$ cat config.mk
export PLATFORM = sky130hd
export DESIGN_NAME = regfile_access_ctrl
export DESIGN_NICKNAME = d
export VERILOG_FILES = /design/src/rtl/regfile_access_ctrl.sv
export SDC_FILE = /design/constraint.sdc
export NUM_CORES = 1
export LEC_CHECK = 0
export BUFFER_PORTS_ARGS = -buffer_cell sky130_fd_sc_hd__buf_2
export CAP_MARGIN = 10
export CORE_UTILIZATION = 53
export DETAILED_ROUTE_END_ITERATION = 10
export GPL_TIMING_DRIVEN = 1
export PLACE_DENSITY = 0.85
export SYNTH_ARGS = -nofsm -noshare
export SYNTH_HDL_FRONTEND = slang
export SYNTH_SLANG_ARGS = --single-unit
$ cat constraint.sdc
create_clock -name clk -period 5.2 [get_ports clk]
set_clock_uncertainty 0.15 [all_clocks]
set_input_delay 0.26 -clock clk [delete_from_list [all_inputs] [get_ports clk]]
set_output_delay 0.26 -clock clk [all_outputs]
set_load 0.05 [all_outputs]
$ cat src/rtl/regfile_access_ctrl.sv
// Initiator for the regfile strobe/acknowledge protocol: sequences an optional write-back
// and up to two source reads as 4-phase handshakes, then returns operands on valid/ready.
module regfile_access_ctrl #(
    parameter int REG_SZ      = 32,
    parameter int SYNC_STAGES = 1,
    parameter int TIMEOUT_CYC = 255
) (
    input  logic              clk,
    input  logic              rst,
    input  logic              req_valid,
    output logic              req_ready,
    input  logic              rs_en,
    input  logic [4:0]        rs_idx,
    input  logic              rt_en,
    input  logic [4:0]        rt_idx,
    input  logic              wb_en,
    input  logic [4:0]        wb_idx,
    input  logic [REG_SZ-1:0] wb_data,
    output logic              resp_valid,
    input  logic              resp_ready,
    output logic [REG_SZ-1:0] rs_val,
    output logic [REG_SZ-1:0] rt_val,
    output logic              err,
    output logic [4:0]        r_idx,
    output logic [4:0]        w_idx,
    output logic              re,
    output logic              we,
    output logic [REG_SZ-1:0] din,
    input  logic              rack,
    input  logic              wack,
    input  logic [REG_SZ-1:0] dout
);

    localparam int TW = $clog2(TIMEOUT_CYC);

    typedef enum logic [2:0] {
        IDLE,
        W_ASSERT,
        W_RELEASE,
        RS_ASSERT,
        RS_RELEASE,
        RT_ASSERT,
        RT_RELEASE,
        RESP
    } state_t;

    state_t                 state_reg;
    state_t                 adv_state;
    logic [4:0]             adv_r_idx;
    logic                   adv_fire;
    logic                   ack_s;
    logic                   tmo_hit;
    logic [TW-1:0]          tmo_cnt_reg;
    logic                   rs_go_reg;
    logic                   rt_go_reg;
    logic [4:0]             rs_idx_reg;
    logic [4:0]             rt_idx_reg;
    logic [SYNC_STAGES-1:0] rack_sync_reg;
    logic [SYNC_STAGES-1:0] rack_sync_next;
    logic [SYNC_STAGES-1:0] wack_sync_reg;
    logic [SYNC_STAGES-1:0] wack_sync_next;

    // Acknowledge synchronisers: stage 0 samples the pin, later stages shift it along.
    genvar gi;
    generate
        for (gi = 0; gi < SYNC_STAGES; gi++) begin : g_sync
            if (gi == 0) begin : g_head
                assign rack_sync_next[gi] = rack;
                assign wack_sync_next[gi] = wack;
            end else begin : g_tail
                assign rack_sync_next[gi] = rack_sync_reg[gi-1];
                assign wack_sync_next[gi] = wack_sync_reg[gi-1];
            end
        end
    endgenerate

    always_ff @(posedge clk) begin
        if (rst) begin
            rack_sync_reg <= '0;
            wack_sync_reg <= '0;
        end else begin
            rack_sync_reg <= rack_sync_next;
            wack_sync_reg <= wack_sync_next;
        end
    end

    assign ack_s   = (state_reg == W_ASSERT || state_reg == W_RELEASE)
                     ? wack_sync_reg[SYNC_STAGES-1] : rack_sync_reg[SYNC_STAGES-1];
    assign tmo_hit = (tmo_cnt_reg == TW'(TIMEOUT_CYC - 1));

    // Next phase to enter when the current one completes; idle phases are skipped here.
    always_comb begin
        adv_state = RESP;
        adv_r_idx = r_idx;
        adv_fire  = 1'b0;
        case (state_reg)
            IDLE: begin
                adv_fire = req_valid;
                if (wb_en && wb_idx != 5'd0) begin
                    adv_state = W_ASSERT;
                end else if (rs_en && rs_idx != 5'd0) begin
                    adv_state = RS_ASSERT;
                    adv_r_idx = rs_idx;
                end else if (rt_en && rt_idx != 5'd0) begin
                    adv_state = RT_ASSERT;
                    adv_r_idx = rt_idx;
                end
            end
            W_RELEASE: begin
                adv_fire = !ack_s;
                if (rs_go_reg) begin
                    adv_state = RS_ASSERT;
                    adv_r_idx = rs_idx_reg;
                end else if (rt_go_reg) begin
                    adv_state = RT_ASSERT;
                    adv_r_idx = rt_idx_reg;
                end
            end
            RS_RELEASE: begin
                adv_fire = !ack_s;
                if (rt_go_reg) begin
                    adv_state = RT_ASSERT;
                    adv_r_idx = rt_idx_reg;
                end
            end
            RT_RELEASE: adv_fire = !ack_s;
            default: ;
        endcase
    end

    always_ff @(posedge clk) begin
        if (rst) begin
            state_reg   <= IDLE;
            req_ready   <= 1'b1;
            resp_valid  <= 1'b0;
            err         <= 1'b0;
            re          <= 1'b0;
            we          <= 1'b0;
            r_idx       <= 5'd0;
            w_idx       <= 5'd0;
            din         <= '0;
            rs_val      <= '0;
            rt_val      <= '0;
            tmo_cnt_reg <= '0;
            rs_go_reg   <= 1'b0;
            rt_go_reg   <= 1'b0;
            rs_idx_reg  <= 5'd0;
            rt_idx_reg  <= 5'd0;
        end else begin
            case (state_reg)
                IDLE: begin
                    if (req_valid) begin
                        rs_go_reg  <= rs_en && rs_idx != 5'd0;
                        rt_go_reg  <= rt_en && rt_idx != 5'd0;
                        rs_idx_reg <= rs_idx;
                        rt_idx_reg <= rt_idx;
                        w_idx      <= wb_idx;
                        din        <= wb_data;
                        rs_val     <= '0;
                        rt_val     <= '0;
                        err        <= 1'b0;
                        req_ready  <= 1'b0;
                    end
                end
                W_ASSERT, RS_ASSERT, RT_ASSERT: begin
                    if (ack_s) begin
                        if (state_reg == RS_ASSERT) rs_val <= dout;
                        if (state_reg == RT_ASSERT) rt_val <= dout;
                        re          <= 1'b0;
                        we          <= 1'b0;
                        tmo_cnt_reg <= '0;
                        state_reg   <= (state_reg == W_ASSERT)  ? W_RELEASE :
                                       (state_reg == RS_ASSERT) ? RS_RELEASE : RT_RELEASE;
                    end else if (tmo_hit) begin
                        re          <= 1'b0;
                        we          <= 1'b0;
                        err         <= 1'b1;
                        resp_valid  <= 1'b1;
                        tmo_cnt_reg <= '0;
                        state_reg   <= RESP;
                    end else begin
                        tmo_cnt_reg <= tmo_cnt_reg + TW'(1);
                    end
                end
                W_RELEASE, RS_RELEASE, RT_RELEASE: begin
                    if (ack_s) begin
                        if (tmo_hit) begin
                            err         <= 1'b1;
                            resp_valid  <= 1'b1;
                            tmo_cnt_reg <= '0;
                            state_reg   <= RESP;
                        end else begin
                            tmo_cnt_reg <= tmo_cnt_reg + TW'(1);
                        end
                    end
                end
                RESP: begin
                    if (resp_ready) begin
                        resp_valid <= 1'b0;
                        req_ready  <= 1'b1;
                        state_reg  <= IDLE;
                    end
                end
                default: state_reg <= IDLE;
            endcase

            // Entering the next phase: strobe rises on the same edge the phase is entered.
            if (adv_fire) begin
                state_reg   <= adv_state;
                re          <= (adv_state == RS_ASSERT) || (adv_state == RT_ASSERT);
                we          <= (adv_state == W_ASSERT);
                r_idx       <= adv_r_idx;
                resp_valid  <= (adv_state == RESP);
                tmo_cnt_reg <= '0;
            end
        end
    end

endmodule

==> run metrics <==
RSZ-0062 raised after global routing=no; Synth Cell Area=5510 um2; Worst setup EP type=flip-flop; grt met1 use=0.374; Post-synth ARST share=0; Psw=between 0.0015 and 0.002 W; R2R depth=5; GR Util met2=0.571; Inserted Diodes=0; final cell count without fillers=~1.0k; IO Port Bufs=between 150 and 200; Residual DRC=0; Final nets=992; DP HPWL=around 10000 um; Crit path arrival time=about 3.2 ns; Clock Tree Buf Depth=2; Most used DFF post-synth=dfxtp_1; start of the worst register-to-register path=state_reg[0]$_SDFFE_PP0P_; combinational power share=0.363; Worst Hold Launch=req_valid; ANT nets after route=0; yosys warns=0; CTS tree=built; Setup TNS=0 ns; status=finished, final reports clean; Crit Path Max Fanout=29; hold endpoint=err$_SDFFE_PP0P_; final total power=a little under 0.004 W; Worst-Margin Slew=~1.1 ns; area grow syn2layout=43.7%; Max Transition Viols Final=0; Gate Count Post-Synth=650; largest net degree at the start of global routing=around 100; overflow left after global routing=0; Setup CP Type=reg -> reg; Core Area=approximately 9900 um2; Global Route met3 Usage=0.0846; total track usage=0.331; hold_buf cts=83; initial antenna violation count=0; Mean Syn Cell Area=8.47 um2; post-synth top area share=0.494; register area share after synthesis=0.494; VDD IR max=about 0.00026 V; FF+latch count, synth=136; biggest regs=din (32), rs_val (32), rt_val (32); fraction of layout cells with a size suffix above 1=0.272; period utilization=0.566; Initial Util=0.556; r2r setup slk=between 2 and 2.5 ns; total clock sinks=about 140; Sequential Power Share=0.340; top cell type by total area after synthesis=dfxtp_1; Worst Hold Path Cells=4; Synth top cells by count=141 x nand2_1, 136 x dfxtp_1, 94 x a21oi_1, 38 x clkbuf_1, 37 x nand3_1; clock latency on the worst-skew pair=roughly 0.52 ns; placed cell count=between 900 and 1k; post-CTS sizing=0; DIE WIDTH=around 100 um; H-Tree Depth=4; busiest grt layer=met2; f_max=approximately 340 MHz; vias per cell=~5.9; Ports=between 150 and 200; Post-CTS Setup Inserts=0; Required @ worst endpoint=5.49 ns; FP Rows=36; die area=roughly 11000 um2; CP startpoint kind=flip-flop; Leak=~3.3 nW; relative slew slack=0.263; largest cells by area after synthesis=dfxtp_1 49%, nand2_1 9.6%, a21oi_1 8.5%; TritonCTS buffer count=17; Hold WC Path Type=in -> reg; Distinct cells, synth=between 50 and 60; Int Pwr=~0.0023 W; Cell Pwr Density=about 500 nW/um2; DR vias=around 6k; sw frac=0.413; reg2reg end=tmo_cnt_reg[4]$_SDFFE_PP0P_; drt first pass iters=5; final wirelength=18200 um; Period minus WS final=approximately 2.9 ns; CTS Root Cell=clkbuf_8; DR iter-0 viols=between 600 and 700; Max-cap violations=0; die height=approximately 100 um; Hold Vio Cnt, Final=0; per-cell routed wire length=between 15 and 20 um; Clock power frac=0.297; most frequent cell after synthesis=nand2_1; first-pass GRT wire length=29100 um; Setup-failing EPs final=0; vias in the first global route=between 5k and 6k; clk slew on worst S/H paths=~0.060 ns; Post-synth EDFFs=0; GP Congestion=between 0.9 and 1; Synth Net Count=about 740
## kinds of logic after synthesis
logic type | count (synthesis) | synth area share
mux | 6 | 0.0109
fa+ha+maj | 3 | 0.00682
flops | 136 | 0.494
buf+inv | 65 | 0.0475
xor+xnor | 7 | 0.0111
compound gates | 187 | 0.233
simple gates | 246 | 0.197
## power by group through the flow
stage	Combinational [W]	Clock (W)	Sequential (W)
floorplan	0.000736	0	0.00165
global placement	0.00131	0	0.00134
detailed placement	0.00135	0	0.00135
CTS	0.00140	0.00118	0.00133
global route	0.00153	0.00123	0.00136
finish	0.00143	0.00117	0.00134
## worst max-delay path by stage
stage / cells past startpoint / endpoint / slack, ns / from
3_5_place_dp: 5 / tmo_cnt_reg[4]$_SDFFE_PP0P_ / 2.29 / state_reg[0]$_SDFFE_PP0P_
3_3_place_gp: 5 / tmo_cnt_reg[4]$_SDFFE_PP0P_ / 2.48 / state_reg[0]$_SDFFE_PP0P_
6_report: 5 / tmo_cnt_reg[4]$_SDFFE_PP0P_ / 2.25 / state_reg[0]$_SDFFE_PP0P_
5_1_grt: 5 / tmo_cnt_reg[4]$_SDFFE_PP0P_ / 2.11 / state_reg[0]$_SDFFE_PP0P_
4_1_cts: 5 / tmo_cnt_reg[4]$_SDFFE_PP0P_ / 2.29 / state_reg[0]$_SDFFE_PP0P_
2_1_floorplan: 6 / re$_SDFFE_PP0P_ / 3.10 / state_reg[2]$_SDFFE_PP0P_
## placed cells by master (no fill, tap or decap), types with 3 or more instances in the layout
master           n
o41ai_1          4
a31oi_1          4
o21a_1           3
xnor2_1          6
a22oi_1          3
buf_2          197
o31a_1           4
a221oi_1         4
nor3_1           7
a21oi_1         93
bufinv_16        3
mux2i_1          6
inv_1           10
clkbuf_16       16
a2111oi_2        3
nand2b_1         4
o21ai_0          8
nand2_1        141
dfxtp_1        136
a211oi_1         9
nor4_1           3
buf_4            7
a32o_1          33
dlygate4sd3_1   83
ha_1             3
nor3b_1          3
nor2_1          27
or2_2            4
clkinv_2         3
clkinvlp_4       3
nor2b_1          4
nand3_1         37
## metrics by stage
step | utilization | hold slack (ns) | area, um2 | worst slack (ns)
6_report | 0.799 | 0.0440 | 7910 | 2.25
5_1_grt | 0.799 | 0.0566 | 7910 | 2.11
3_3_place_gp | 0.657 | 0.289 | 6510 | 2.48
3_5_place_dp | 0.657 | 0.294 | 6510 | 2.29
2_1_floorplan | - | 0.238 | 5510 | 3.10
4_1_cts | 0.799 | 0.0178 | 7910 | 2.29
## worst max-delay path: stages, from the launching register on
cell,delay [ns]
dfxtp_1,0.92
inv_1,0.35
o221a_2,0.47
or2_2,0.32
or4b_1,0.48
a21oi_1,0.17
## routing by layer
| metal | routed length (um) | up-vias |
|---|---|---|
| li1 | - | 2822 |
| met1 | 6900 | 2856 |
| met2 | 8960 | 389 |
| met3 | 1570 | 72 |
| met4 | 760 | 0 |
| met5 | 0 | - |
## cell type report
| class | instances | area [um2] |
|---|---|---|
| clock buffer | 18 | 418 |
| fill | 603 | 2000 |
| inverter | 10 | 37.5 |
| sequential | 136 | 2720 |
| tap | 133 | 166 |
| timing repair buffer | 287 | 1870 |
| multi-input combinational | 449 | 2550 |
| clock inverter | 12 | 154 |
No activity file was read; power rests on OpenSTA's default activity.
